**src/rtl/dsp48a1_mac_ctrl.sv**
```systemverilog
// dsp48a1_mac_ctrl: sequences a DSP48A1 slice as a signed dot-product MAC.
module dsp48a1_mac_ctrl #(
  parameter int WIDTH = 18,
  parameter int LEN_W = 8,
  parameter int M_LAT = 2
) (
  input  logic             clk,
  input  logic             rst,
  input  logic             start_i,
  input  logic [LEN_W-1:0] len_i,
  input  logic             in_valid_i,
  output logic             in_ready_o,
  input  logic [WIDTH-1:0] a_i,
  input  logic [WIDTH-1:0] b_i,
  output logic [WIDTH-1:0] dsp_a_o,
  output logic [WIDTH-1:0] dsp_b_o,
  output logic [7:0]       dsp_opmode_o,
  output logic             dsp_cep_o,
  input  logic [47:0]      dsp_p_i,
  output logic             busy_o,
  output logic             done_o,
  output logic [47:0]      result_o
);
  localparam int DW = $clog2(M_LAT + 1);
  localparam logic [DW-1:0] DRAIN_LAST = DW'(M_LAT);
  typedef enum logic [1:0] {IDLE, LOAD, DRAIN, DONE} state_e;
  state_e state_q;
  logic [LEN_W-1:0] remain_q;
  logic [DW-1:0] drain_q;
  logic first_q, hs;
  logic [M_LAT-1:0] vld_q, fst_q, vld_d, fst_d;
  logic [WIDTH-1:0] dsp_a_q, dsp_b_q;
  logic [7:0] opmode_q;
  logic [47:0] result_q;
  // Tag pipeline: index 0 is the newest tag, index M_LAT-1 drives the slice.
  always_comb begin
    hs = (state_q == LOAD) && in_valid_i;
    vld_d = {vld_q[M_LAT-2:0], hs};
    fst_d = {fst_q[M_LAT-2:0], hs && first_q};
  end
  always_ff @(posedge clk) begin
    if (rst) begin
      state_q <= IDLE;
      remain_q <= '0;
      drain_q <= '0;
      first_q <= 1'b0;
      vld_q <= '0;
      fst_q <= '0;
      dsp_a_q <= '0;
      dsp_b_q <= '0;
      opmode_q <= 8'h00;
      result_q <= '0;
    end else begin
      vld_q <= vld_d;
      fst_q <= fst_d;
      if (vld_d[M_LAT-1]) opmode_q <= fst_d[M_LAT-1] ? 8'h01 : 8'h09;
      if (hs) begin
        dsp_a_q <= a_i;
        dsp_b_q <= b_i;
      end
      case (state_q)
        IDLE: if (start_i) begin
          remain_q <= len_i;
          first_q <= 1'b1;
          if (len_i == '0) begin
            result_q <= '0;
            state_q <= DONE;
          end else state_q <= LOAD;
        end
        LOAD: if (hs) begin
          remain_q <= remain_q - LEN_W'(1);
          first_q <= 1'b0;
          if (remain_q == LEN_W'(1)) begin
            drain_q <= '0;
            state_q <= DRAIN;
          end
        end
        // P holds the last pair once its tag has left the pipeline and P has clocked.
        DRAIN: begin
          drain_q <= drain_q + DW'(1);
          if (drain_q == DRAIN_LAST) begin
            result_q <= dsp_p_i;
            state_q <= DONE;
          end
        end
        DONE: state_q <= IDLE;
      endcase
    end
  end
  assign in_ready_o = state_q == LOAD;
  assign busy_o = state_q != IDLE;
  assign done_o = state_q == DONE;
  assign dsp_a_o = dsp_a_q;
  assign dsp_b_o = dsp_b_q;
  assign dsp_opmode_o = opmode_q;
  assign dsp_cep_o = vld_q[M_LAT-1];
  assign result_o = result_q;
endmodule
```
**config.mk**
```make
export PLATFORM = sky130hd
export DESIGN_NAME = dsp48a1_mac_ctrl
export DESIGN_NICKNAME = d
export VERILOG_FILES = /design/src/rtl/dsp48a1_mac_ctrl.sv
export SDC_FILE = /design/constraint.sdc
export NUM_CORES = 1
export LEC_CHECK = 0
export ABC_AREA = 1
export BUFFER_PORTS_ARGS = -buffer_cell sky130_fd_sc_hd__buf_2
export CAP_MARGIN = 20
export CORE_MARGIN = 10
export CORE_UTILIZATION = 35
export DETAILED_ROUTE_END_ITERATION = 10
export PLACE_DENSITY = 0.72
export REMOVE_ABC_BUFFERS = 1
export SLEW_MARGIN = 20
export SYNTH_ARGS = -nofsm -noshare
export SYNTH_HDL_FRONTEND = slang
export SYNTH_SLANG_ARGS = --single-unit
```
**constraint.sdc**
```tcl
create_clock -name clk -period 1.5 [get_ports clk]
set_input_delay 0.075 -clock clk [delete_from_list [all_inputs] [get_ports clk]]
set_output_delay 0.075 -clock clk [all_outputs]
set_load 0.02 [all_outputs]
```
# After elaboration in Yosys (flattened, before gate mapping)
# Cells that the tools add are included.
# totals
regBits	108
inputBits	96
out_inout_bits	96
elab_cells	54
# classes
addsub	2
eq_ne	10
mux	20
n_reduce_logical	12
# ops
op	n
2-to-1 mux 48 bit	3
case mux 48 bit (2 select lines)	1
2-to-1 mux 8 bit	2
case mux 8 bit (2 select lines)	1
2-to-1 mux 2 bit	7
equality test 8 x 1 -> 1 bit (second input constant)	1
zero test 8 bit	1
case mux 2 bit (4 select lines)	1
AND reduction 4 bit	2
nonzero test 2 bit	4
subtractor 8 x 1 -> 8 bit (second input constant)	1
equality test 2 bit (second input constant)	3
!= test 2 bit (second input constant)	3
AND reduction 3 bit	2
2-to-1 mux 4 bit	1
!= test 2 x 1 -> 1 bit (second input constant)	2
case mux 2 bit (2 select lines)	1
adder 2 x 1 -> 2 bit (second input constant)	1
equality test 2 x 1 -> 1 bit (second input constant)	1
logical AND 1 bit	2
zero test 2 bit	1
2-to-1 mux 1 bit	2
case mux 1 bit (2 select lines)	1

# Logic depth before layout (Yosys ltp)
# Gate-level depths: netlist (run 1).
# logic_depth
depth_word	4
mapped_depth	12
mapped_depth_nobuf	11

# Worst setup path after synthesis (run 1)
# No wires, ideal clock.
# synth_path
path_type	register to register
from	register state_q[1]
to	register remain_q[3]
setup_time_ns	0.116
arrival_ns	1.468
required_time_ns	1.384
path_slack_ns	-0.084
path_stages_with_launch	9
path_buffers	0
synth_period_minus_slack_ns	1.584
path_cell_list	dfxtp_1 -> inv_1 -> ha_1 -> nand2_1 -> nand2_1 -> a21oi_2 -> o21ai_0 -> o21ai_0 -> nor2_1
# synth_via
elab_chain_cells	4
word_cells_on_any_way	8
cone_classes	eq/ne (3); mux (1); reduce/logical (4)
# synth_lines
item	line	source
start: declaration	27	state_e state_q;
start signal: assignment	43	state_q <= IDLE;
start signal: assignment	67	state_q <= DONE;
start signal: assignment	68	end else state_q <= LOAD;
equality test 2 x 1 -> 1 bit (*)	n/a	
named net in_ready_o	12	output logic in_ready_o,
logical AND 1 bit	37	hs = (state_q == LOAD) && in_valid_i;
!= test 2 x 1 -> 1 bit (no line)	n/a	
AND reduction 3 bit (no line)	n/a	
end signal: assignment	63	remain_q <= len_i;
end signal: assignment	71	remain_q <= remain_q - LEN_W'(1);
end: declaration	28	logic [LEN_W-1:0] remain_q;
# The timed path passes the listed nets; every way through them passes the cells marked *.
# A chain may end at the register's enable or synchronous reset.

# Worst setup path after layout (run 1)
# layout_path
from	register state_q[1]
to	register result_q[38], in the netlist result_o[38]
# layout_via
elab_chain_cells	3
word_cells_on_any_way	8
cone_classes	eq/ne (4); mux (1); reduce/logical (3)
# layout_lines
item	line	source
equality test 2 bit / zero test 2 bit (equally long branches)	61	case (state_q)
!= test 2 bit (no line) / nonzero test 2 bit (equally long branches)	n/a	
AND reduction 4 bit (no line)	n/a	
end signal: assignment	82	result_q <= dsp_p_i;
end: declaration	34	logic [47:0] result_q;
# Parallel ways exist; a longest one is shown, timed or not.

==> results by group, run 1 <==
Hold path
  • WHS Endpoint: dsp_a_o[12]$_SDFFE_PP0N_
  • Start point of the worst min-delay path: a_i[12]
  • Hold Path Class: in -> reg
  • Hold path depth: 3

Synthesis
  • Top post-synthesis cells by count: 198 x nor2_1, 180 x nand2_1, 102 x dfxtp_1, 53 x o21ai_0, 17 x inv_1
  • Flops & latches, synth: around 100
  • Synthesized instance count: 637
  • Yosys top cell area share: 0.473
  • Synth area leader: dfxtp_1
  • Avg Cell Area, Syn: 6.78 sq um
  • Syn. warnings: 0
  • Post-synth cell types: 25
  • Most frequent cell after synthesis: nor2_1
  • EDFF count, synth: 0
  • Seq/Total Area, Yosys: 0.473
  • Ys async rst share: 0
  • Synth top area cells: dfxtp_1 47%, nor2_1 17%, nand2_1 16%
  • Ys flop type: dfxtp_1
  • Mapped Area: 4320 sq um

Clock network
  • Clock root buffer: clkbuf_16
  • CTS tree: built
  • Worst-path clk slew: around 0.07 ns
  • Clock latency on the worst-skew pair: 0.34 ns
  • H-tree Lvls: 3
  • TritonCTS Sinks: 102
  • TritonCTS buffer count: 9
  • Max Root-Sink Buffers: 2

Place
  • PortBufs: about 190
  • Final HPWL DP: 9420 microns
  • Placer congestion estimate: 0.883

Worst setup path
  • CP required: between 1.5 and 2 ns
  • RR Startpoint: state_q[1]$_SDFFE_PP0P_
  • Register-to-Register Path Depth: 11
  • Arrival @ worst endpoint: 1.83 ns
  • Reg-to-Reg End: result_o[38]$_SDFFE_PP0P_
  • Critical path type: reg -> reg
  • Critical path startpoint category: flip-flop
  • Crit path capture type: flip-flop
  • R2r setup slk: -0.05 ns
  • Worst-path maximum fanout: 6

Pwr
  • Pwr dens: ~2300 nW/um^2
  • Max rail drop VDD: 0.954 mV
  • Static Leak: 3.27 nW

Die
  • Top Ports: 192
  • Die area: 17200 sq um
  • Core area: 12100 sq um
  • Row count: 40
  • Die H: 131 microns
  • Chip Width: 131 microns
  • Initial core utilization: 0.358

Final layout
  • Fill cells: 1099
  • Layout area overhead: 58.2%
  • Nets: 978
  • Layout cell share with drive strength beyond 1: 0.358

Global routing
  • Vias in the first global route: 4464
  • First-pass GRT wire length: 22400 microns
  • Pin count of the biggest net entering global routing: 39
  • Antenna violations before repair: 1
  • Grt total ovfl: 0
  • GRT Resource Usage Total: 0.157

STA
  • Fin crit period: about 1.6 ns
  • TNS Setup: -1.18 ns
  • RSZ-0062 raised after global routing: true
  • Hold Fails Final Rpt: 0
  • # setup viols final: 48
  • Final period utilization: 1.03
  • FMAX: ~640 MHz
  • Final Skew: 0.00642 ns
  • Min Hold Slack: about 0.0076 ns
  • Final Max Tran Viols: 0
  • Final WS setup: -0.0516 ns

Routing
  • Final ANT Viol Nets: 0
  • Drt pass-1 iters: 5
  • DRT iter0 DRCs: 264
  • Total Wirelength: 14700 microns
  • Wire per inst: 14.0 microns
  • Vias per inst: about 4.5
  • Via count: 4695
  • # DRC: 0

Status
  • Status: finished, violations left
  • Failing checks: setup timing

Run
  • # Max-Cap Violations: 0
==> flip-flops by register name, indices dropped and copies added (netlist names) <==
register	flops
vld_q	2
dsp_opmode_o	2
remain_q	8
state_q	2
dsp_b_o	18
result_o	48
first_q	1
dsp_a_o	18
drain_q	2
fst_q	1
==> critical path, cell delays in order, from the launching register on <==
cell and delay [ns]:
dfxtp_4 0.36, buf_6 0.11, ha_4 0.17, nand2_4 0.07
nand2_4 0.05, a21oi_4 0.13, nand2_4 0.08, clkinv_8 0.09
buf_12 0.14, buf_16 0.14, nor2_2 0.04, nor2_1 0.10
==> cells in the final DEF, fill, tap and decap left out, drive strengths merged <==
master,Yosys,final
a21oi,13,13
and2,1,1
buf,26,221
clkbuf,15,18
clkinv,1,6
clkinvlp,0,1
conb,1,6
dfxtp,102,102
diode,0,1
dlygate4sd3,0,35
ha,8,8
inv,23,21
mux2i,1,1
nand2,181,181
nand3,9,9
nand4,2,2
nor2,198,198
nor3,1,1
o211ai,1,1
o21ai,54,54
==> kinds of logic (layout without fill, tap and decap cells) <==
family,Yosys count,after routing,synth area share
mux,1,1,0.00232
simple gates,392,392,0.346
other cells,1,7,0.000868
fa+ha+maj,8,8,0.0232
buf+inv,65,302,0.0750
flops,102,102,0.473
compound gates,68,68,0.0802
==> worst max path at each step <==
stage	from	to	slack [ns]	cells past startpoint
5_1_grt	state_q[1]$_SDFFE_PP0P_	result_o[41]$_SDFFE_PP0P_	-0.13	11
6_report	state_q[1]$_SDFFE_PP0P_	result_o[38]$_SDFFE_PP0P_	-0.05	11
3_5_place_dp	state_q[0]$_SDFFE_PP0P_	result_o[46]$_SDFFE_PP0P_	-0.12	11
2_1_floorplan	state_q[0]$_SDFFE_PP0P_	result_o[0]$_SDFFE_PP0P_	-1.29	9
4_1_cts	state_q[1]$_SDFFE_PP0P_	result_o[25]$_SDFFE_PP0P_	-0.06	11
3_3_place_gp	state_q[0]$_SDFFE_PP0P_	result_o[5]$_SDFFE_PP0P_	-0.08	11
==> area by class of cell <==
cell class | count | area, sq um | area share
flip-flops and latches | 102 | 2050 | 0.300
multi-input cells | 475 | 2310 | 0.337
clock buffers | 12 | 246 | 0.0361
repair buffers | 262 | 1880 | 0.275
inverters | 24 | 118 | 0.0172
well taps | 168 | 210 | 0.0307
diodes | 1 | 2.50 | 0.000366
clock inverters | 4 | 22.5 | 0.00329
==> report_power, final <==
| part | internal [mW] | leakage, nW | switching [mW] | total (mW) |
|---|---|---|---|---|
| sequential | 3.65 | 0.836 | 0.680 | 4.33 |
| combinational | 3.96 | 2.30 | 5.07 | 9.03 |
| clock | 1.16 | 0.132 | 0.974 | 2.14 |
==> through the flow <==
step                total power [mW]  utilization  setup slack [ns]  instance area, sq um  std cells
CTS                             13.7        0.524           -0.0598                  6320       1037
global placement                10.5        0.455           -0.0844                  5490        979
floorplan                       8.35            -             -1.29                  4110        601
detailed placement              10.6        0.455            -0.119                  5490        979
finish                          15.5        0.567           -0.0516                  6840       1048
global route                    16.7        0.567            -0.128                  6840       1048
==> layer usage <==
layer	vias to the layer above	share of wire	GRT usage
li1	2427	-	-
met1	2082	0.42	0.176
met2	151	0.49	0.267
met3	35	0.060	0.0503
met4	0	0.033	0.0669
met5	-	0	0
==> repair_timing <==
item / 4_1_cts / 5_1_grt
pin swaps: 6 / 49
hold buffers: 35 / 0
setup endpoints to repair: 59 / 58
cloned: 4 / 6
setup buffers: 3 / 4
hold endpoints to repair: 35 / 0
gates resized for setup: 16 / 108
(Power assumes the default switching activity.)
==> inputs of run 2 (changes only) <==
--- a/config.mk
+++ b/config.mk
@@ -11,7 +11,7 @@
 export CORE_MARGIN = 10
 export CORE_UTILIZATION = 35
 export DETAILED_ROUTE_END_ITERATION = 10
-export PLACE_DENSITY = 0.72
+export PLACE_DENSITY = 0.69
 export REMOVE_ABC_BUFFERS = 1
 export SLEW_MARGIN = 20
 export SYNTH_ARGS = -nofsm -noshare
==> constraint.sdc (replaced) <==
create_clock -name clk -period 1.96 [get_ports clk]
set_input_delay 0.098 -clock clk [delete_from_list [all_inputs] [get_ports clk]]
set_output_delay 0.098 -clock clk [all_outputs]
set_load 0.02 [all_outputs]
==> results by group, run 2 (synthesis results as in run 1) <==
STA
  • Fin crit period: 1.74 ns (+0.186 ns)
  • # setup viols final: 0 (-100%)
  • Tightest Pin Transition: around 0.52 ns
  • Final period utilization: 0.886 (-0.148)
  • TNS Setup: 0 ns (+1.18 ns)
  • Final Max Tran Viols: 0 (unchanged)
  • Hold Fails Final Rpt: 0 (unchanged)
  • FMAX: 576 MHz (-11%)
  • Max-slew headroom: 0.653
  • Final Skew: 0.00528 ns (-0.00114 ns)
  • RSZ-0062 raised after global routing: false
  • Min Hold Slack: 0.00724 ns (-0.000340 ns)

Worst setup path
  • Arrival @ worst endpoint: 1.98 ns (+0.15 ns)
  • CP required: 2.20 ns (+0.43 ns)
  • Crit path capture type: flip-flop
  • Worst-path maximum fanout: 68 (+62)
  • Critical path startpoint category: flip-flop
  • Critical path type: reg -> reg

Routing
  • Via count: 4336 (-7.6%)
  • # DRC: 0 (unchanged)
  • Drt pass-1 iters: 4 (-1)
  • Wire per inst: 12.9 microns (-8.2%)
  • Vias per inst: 4.34 (-3.1%)
  • DRT iter0 DRCs: 221 (-16%)
  • Final ANT Viol Nets: 0 (unchanged)
  • Total Wirelength: 12900 microns (-12%)

Die
  • Chip Width: 131 microns (unchanged)
  • Row count: 40 (unchanged)
  • Core area: 12100 sq um (unchanged)
  • Die area: 17200 sq um (unchanged)
  • Top Ports: 192 (unchanged)
  • Die H: 131 microns (unchanged)
  • Initial core utilization: 0.358 (unchanged)

Final layout
  • Nets: 930 (-4.9%)
  • Commonest non-fill, non-tap cell in the layout: nor2_1
  • Final core occ: 0.485 (-0.0818)
  • Max reg flops: 48 (unchanged)
  • Fill cells: 1282 (+17%)
  • Layout cell share with drive strength beyond 1: 0.262 (-0.0960)
  • # diodes: 0 (-1)
  • Commonest non-fill, non-tap cells in the layout: 198 x nor2_1, 185 x buf_2, 180 x nand2_1, 102 x dfxtp_1, 53 x o21ai_0
  • Layout area overhead: 35.4%

Global routing
  • Vias in the first global route: 4093 (-8.3%)
  • Grt total ovfl: 0 (unchanged)
  • Pin count of the biggest net entering global routing: 69 (+77%)
  • Antenna violations before repair: 0 (-1)
  • First-pass GRT wire length: 20800 microns (-7.2%)
  • GRT Resource Usage Total: 0.144 (-0.0122)

Run
  • # Max-Cap Violations: 0 (unchanged)

Place
  • Placer congestion estimate: 0.795 (-10%)
  • Final HPWL DP: 9230 microns (-2.0%)
  • PortBufs: 185 (unchanged)

Clock network
  • TritonCTS buffer count: 9 (unchanged)
  • Clock latency on the worst-skew pair: 0.35 ns (about the same)
  • H-tree Lvls: 3 (unchanged)
  • Max Root-Sink Buffers: 2 (unchanged)
  • CTS tree: built
  • Worst-path clk slew: 0.07 ns (about the same)
  • Clock root buffer: clkbuf_16
  • TritonCTS Sinks: 102 (unchanged)
  • Setup bufs post-CTS: 0 (-3)

Pwr
  • Static Leak: 2.87 nW (-12%)
  • Max rail drop VDD: 0.848 mV (-11%)
  • Pwr Total: 9.74 mW (-37%)
  • Pwr dens: 1660 nW/um^2 (-27%)

Hold path
  • Hold Path Class: in -> reg

Status
  • Status: completed
## run 2: critical path, stage by stage, from the launching register on
cell	delay, ns
dfxtp_1	0.38
inv_1	0.10
ha_1	0.24
nand2_1	0.11
nand2_1	0.05
a21oi_1	0.11
nand2_1	0.08
inv_2	0.08
buf_12	0.26
nand2_1	0.09
nand2_1	0.07
nor2_1	0.04
## run 2: area by class of cell
type                       instances  area, sq um  share of cell area
sequential                       102         2040               0.349
multi-input combinational        475         1980               0.338
timing repair buffer             214         1210               0.206
clock buffer                      11          243              0.0415
tap                              168          210              0.0359
inverter                          24         90.1              0.0154
clock inverter                     5         82.6              0.0141
## run 2: where the power goes
group / total [mW] / internal (mW) / switching (mW) / leakage, nW
Clock: 1.94 / 1.16 / 0.784 / 0.160
Combinational: 4.66 / 1.57 / 3.09 / 1.88
Sequential: 3.14 / 2.78 / 0.354 / 0.835
## run 2: per-layer routing
layer | wire length, microns | up-vias | global-route usage
met5 | 0 | - | 0
li1 | - | 2321 | -
met4 | 258 | 0 | 0.0594
met3 | 660 | 17 | 0.0351
met2 | 6410 | 106 | 0.255
met1 | 5550 | 1892 | 0.162
## run 2: path summary, 6_finish.rpt
kind / cells past startpoint / endpoint / slack (ns) / start
worst max-delay path: 11 / result_o[39]$_SDFFE_PP0P_ / 0.22 / state_q[0]$_SDFFE_PP0P_
worst min-delay path: 3 / dsp_a_o[2]$_SDFFE_PP0N_ / 0.007 / a_i[2]
worst max register to register: 11 / result_o[39]$_SDFFE_PP0P_ / 0.22 / state_q[0]$_SDFFE_PP0P_
worst min register to register: 1 / dsp_opmode_o[3]$_SDFFE_PP0P_ / 0.41 / fst_q[0]$_SDFF_PP0_
## run 2: metrics by stage
stage	cell area, sq um	std cells	setup slack [ns]
after floorplan	4110	601	-0.832
after global placement	5320	963	0.273
after detailed placement	5320	963	0.224
after CTS	5850	999	0.214
after global routing	5850	999	0.0562
final	5850	999	0.223
## run 2: timing repair
item                                    in CTS  in global routing
hold buffers                                20                  0
endpoints found under the hold margin       20                  0
endpoints found under the setup margin       0                  0
resized for setup                            0                  0
==> inputs of run 3 (changes only) <==
--- a/config.mk
+++ b/config.mk
@@ -10,6 +10,7 @@
 export CAP_MARGIN = 20
 export CORE_MARGIN = 10
 export CORE_UTILIZATION = 35
+export CTS_CLUSTER_DIAMETER = 30
 export DETAILED_ROUTE_END_ITERATION = 10
 export PLACE_DENSITY = 0.69
 export REMOVE_ABC_BUFFERS = 1
==> constraint.sdc (replaced) <==
create_clock -name clk -period 1.7 [get_ports clk]
set_input_delay 0.085 -clock clk [delete_from_list [all_inputs] [get_ports clk]]
set_output_delay 0.085 -clock clk [all_outputs]
set_load 0.02 [all_outputs]
==> results by group, run 3 (synthesis results as in run 1) <==
Worst setup path
  • Crit path capture type: flip-flop
  • Register-to-Register Path Depth: 8 (-3)
  • Arrival @ worst endpoint: 1.83 ns (-0.15 ns)
  • Reg-to-Reg End: remain_q[3]$_SDFFE_PP0P_
  • Critical path type: reg -> reg
  • Critical path startpoint category: flip-flop
  • RR Startpoint: state_q[1]$_SDFFE_PP0P_
  • Worst-path maximum fanout: 7 (-90%)
  • R2r setup slk: 0.11 ns (-0.12 ns)
  • CP required: 1.94 ns (-0.26 ns)

STA
  • TNS Setup: 0 ns (unchanged)
  • # setup viols final: 0 (unchanged)
  • Fin crit period: 1.59 ns (-0.144 ns)
  • Final WS setup: 0.107 ns (-0.116 ns)
  • RSZ-0062 raised after global routing: true
  • Min Hold Slack: 0.0131 ns (+0.00589 ns)
  • Final Skew: 0.00556 ns (+0.000278 ns)
  • FMAX: 628 MHz (+9.1%)
  • Final Max Tran Viols: 0 (unchanged)
  • Hold Fails Final Rpt: 0 (unchanged)
  • Final period utilization: 0.937 (+0.0506)

Die
  • Initial core utilization: 0.358 (unchanged)
  • Row count: 40 (unchanged)
  • Die H: 131 microns (unchanged)
  • Top Ports: 192 (unchanged)
  • Chip Width: 131 microns (unchanged)
  • Die area: 17200 sq um (unchanged)
  • Core area: 12100 sq um (unchanged)

Hold path
  • Start point of the worst min-delay path: a_i[9]
  • Hold Path Class: in -> reg
  • WHS Endpoint: dsp_a_o[9]$_SDFFE_PP0N_
  • Hold path depth: 3 (unchanged)

Routing
  • Vias per inst: 4.37 (+0.62%)
  • Total Wirelength: 13700 microns (+6.8%)
  • # DRC: 0 (unchanged)
  • Wire per inst: 13.4 microns (+4.1%)
  • Via count: 4472 (+3.1%)
  • Final ANT Viol Nets: 0 (unchanged)
  • DRT iter0 DRCs: 328 (+48%)
  • Drt pass-1 iters: 6 (+2)

Global routing
  • Met2 Use GR: 0.261 (+0.00531)
  • Met1 Track Usage GR: 0.170 (+0.00808)
  • Pin count of the biggest net entering global routing: 54 (-22%)
  • GRT Resource Usage Total: 0.150 (+0.00587)
  • Met3 track utilization from global routing: 0.0419 (+0.00686)
  • Vias in the first global route: 4306 (+5.2%)
  • Antenna violations before repair: 0 (unchanged)
  • First-pass GRT wire length: 21600 microns (+4.0%)
  • Grt total ovfl: 0 (unchanged)
  • GR peak layer: met2

Clock network
  • H-tree Lvls: 3 (unchanged)
  • CTS tree: built
  • Max Root-Sink Buffers: 2 (unchanged)
  • Clock root buffer: clkbuf_16
  • TritonCTS Sinks: 102 (unchanged)
  • TritonCTS buffer count: 9 (unchanged)
  • Worst-path clk slew: 0.07 ns (about the same)
  • Clock latency on the worst-skew pair: 0.34 ns (about the same)

Final layout
  • Layout cell share with drive strength beyond 1: 0.280 (+0.0180)
  • Nets: 955 (+2.7%)
  • # diodes: 0 (unchanged)
  • Max reg flops: 48 (unchanged)
  • Layout area overhead: 44.6%
  • Commonest non-fill, non-tap cell in the layout: nor2_1
  • Post-route cell area: 6250 sq um (+6.8%)
  • Commonest non-fill, non-tap cells in the layout: 197 x nor2_1, 185 x buf_2, 176 x nand2_1, 101 x dfxtp_1, 53 x o21ai_0

Pwr
  • Max rail drop VDD: 0.984 mV (+16%)
  • Pwr dens: 1920 nW/um^2 (+15%)
  • Static Leak: 3.03 nW (+5.4%)

Status
  • Status: completed

Place
  • Final HPWL DP: 9390 microns (+1.8%)
  • Setup WS pre-CTS: 0.0244 ns (-0.199 ns)
  • Placed cell areas: 5450 sq um (+2.4%)
  • PortBufs: 185 (unchanged)
  • Placer congestion estimate: 0.786 (-1.2%)

Run
  • # Max-Cap Violations: 0 (unchanged)
[run 3: area by class of cell]
class / count / area (sq um)
Clock buffer: 12 / 256
Fill cell: 1211 / 5820
Inverter: 24 / 95.1
Clock inverter: 4 / 52.6
Sequential cell: 102 / 2040
Multi-Input combinational cell: 475 / 2020
Timing Repair inverter: 2 / 13.8
Timing Repair Buffer: 237 / 1550
Tap cell: 168 / 210
[run 3: worst max-delay path by stage]
stage,start,endpoint,slack [ns],depth (start not counted)
floorplan,state_q[0]$_SDFFE_PP0P_,result_o[0]$_SDFFE_PP0P_,-1.09,9
global placement,state_q[0]$_SDFFE_PP0P_,dsp_b_o[3]$_SDFFE_PP0N_,0.08,7
detailed placement,state_q[1]$_SDFFE_PP0P_,result_o[14]$_SDFFE_PP0P_,0.02,11
CTS,state_q[1]$_SDFFE_PP0P_,result_o[34]$_SDFFE_PP0P_,0.01,11
global route,state_q[1]$_SDFFE_PP0P_,remain_q[6]$_SDFFE_PP0P_,-0.03,9
finish,state_q[1]$_SDFFE_PP0P_,remain_q[3]$_SDFFE_PP0P_,0.11,8
[run 3: what timing repair did]
item / in CTS / in global routing
endpoints found under the setup margin: 0 / 91
hold endpoints to repair: 33 / 0
gates resized for setup: 0 / 20
setup buffers: 0 / 0
hold buffers: 33 / 0
[run 3: power by group]
group	switching, mW	leakage (nW)	internal (mW)
combinational	3.84	2.04	2.37
sequential	0.419	0.835	3.21
clock	0.905	0.153	1.23
total	5.16	3.03	6.81
[run 3: per-stage QoR]
step                      power (mW)  instances  utilization
after floorplan                 7.37        601            -
after global placement          9.25        970        0.452
after detailed placement        9.33        970        0.452
after CTS                       11.5       1019        0.505
after global routing            13.0       1024        0.518
final                           12.0       1024        0.518
[run 3: critical path: stages (launching register included)]
cell and delay (ns):
dfxtp_2 0.36, inv_1 0.11, ha_2 0.25, nand2_2 0.09, nand2_1 0.08, a21oi_4 0.23
o21ai_0 0.14, o21ai_0 0.16, nor2_1 0.06
[run 3: per-layer routing]
metal  share of wire  up-vias
met5               0        -
met4           0.023        0
met3           0.049       21
met2            0.51      116
met1            0.42     1969
li1                -     2366
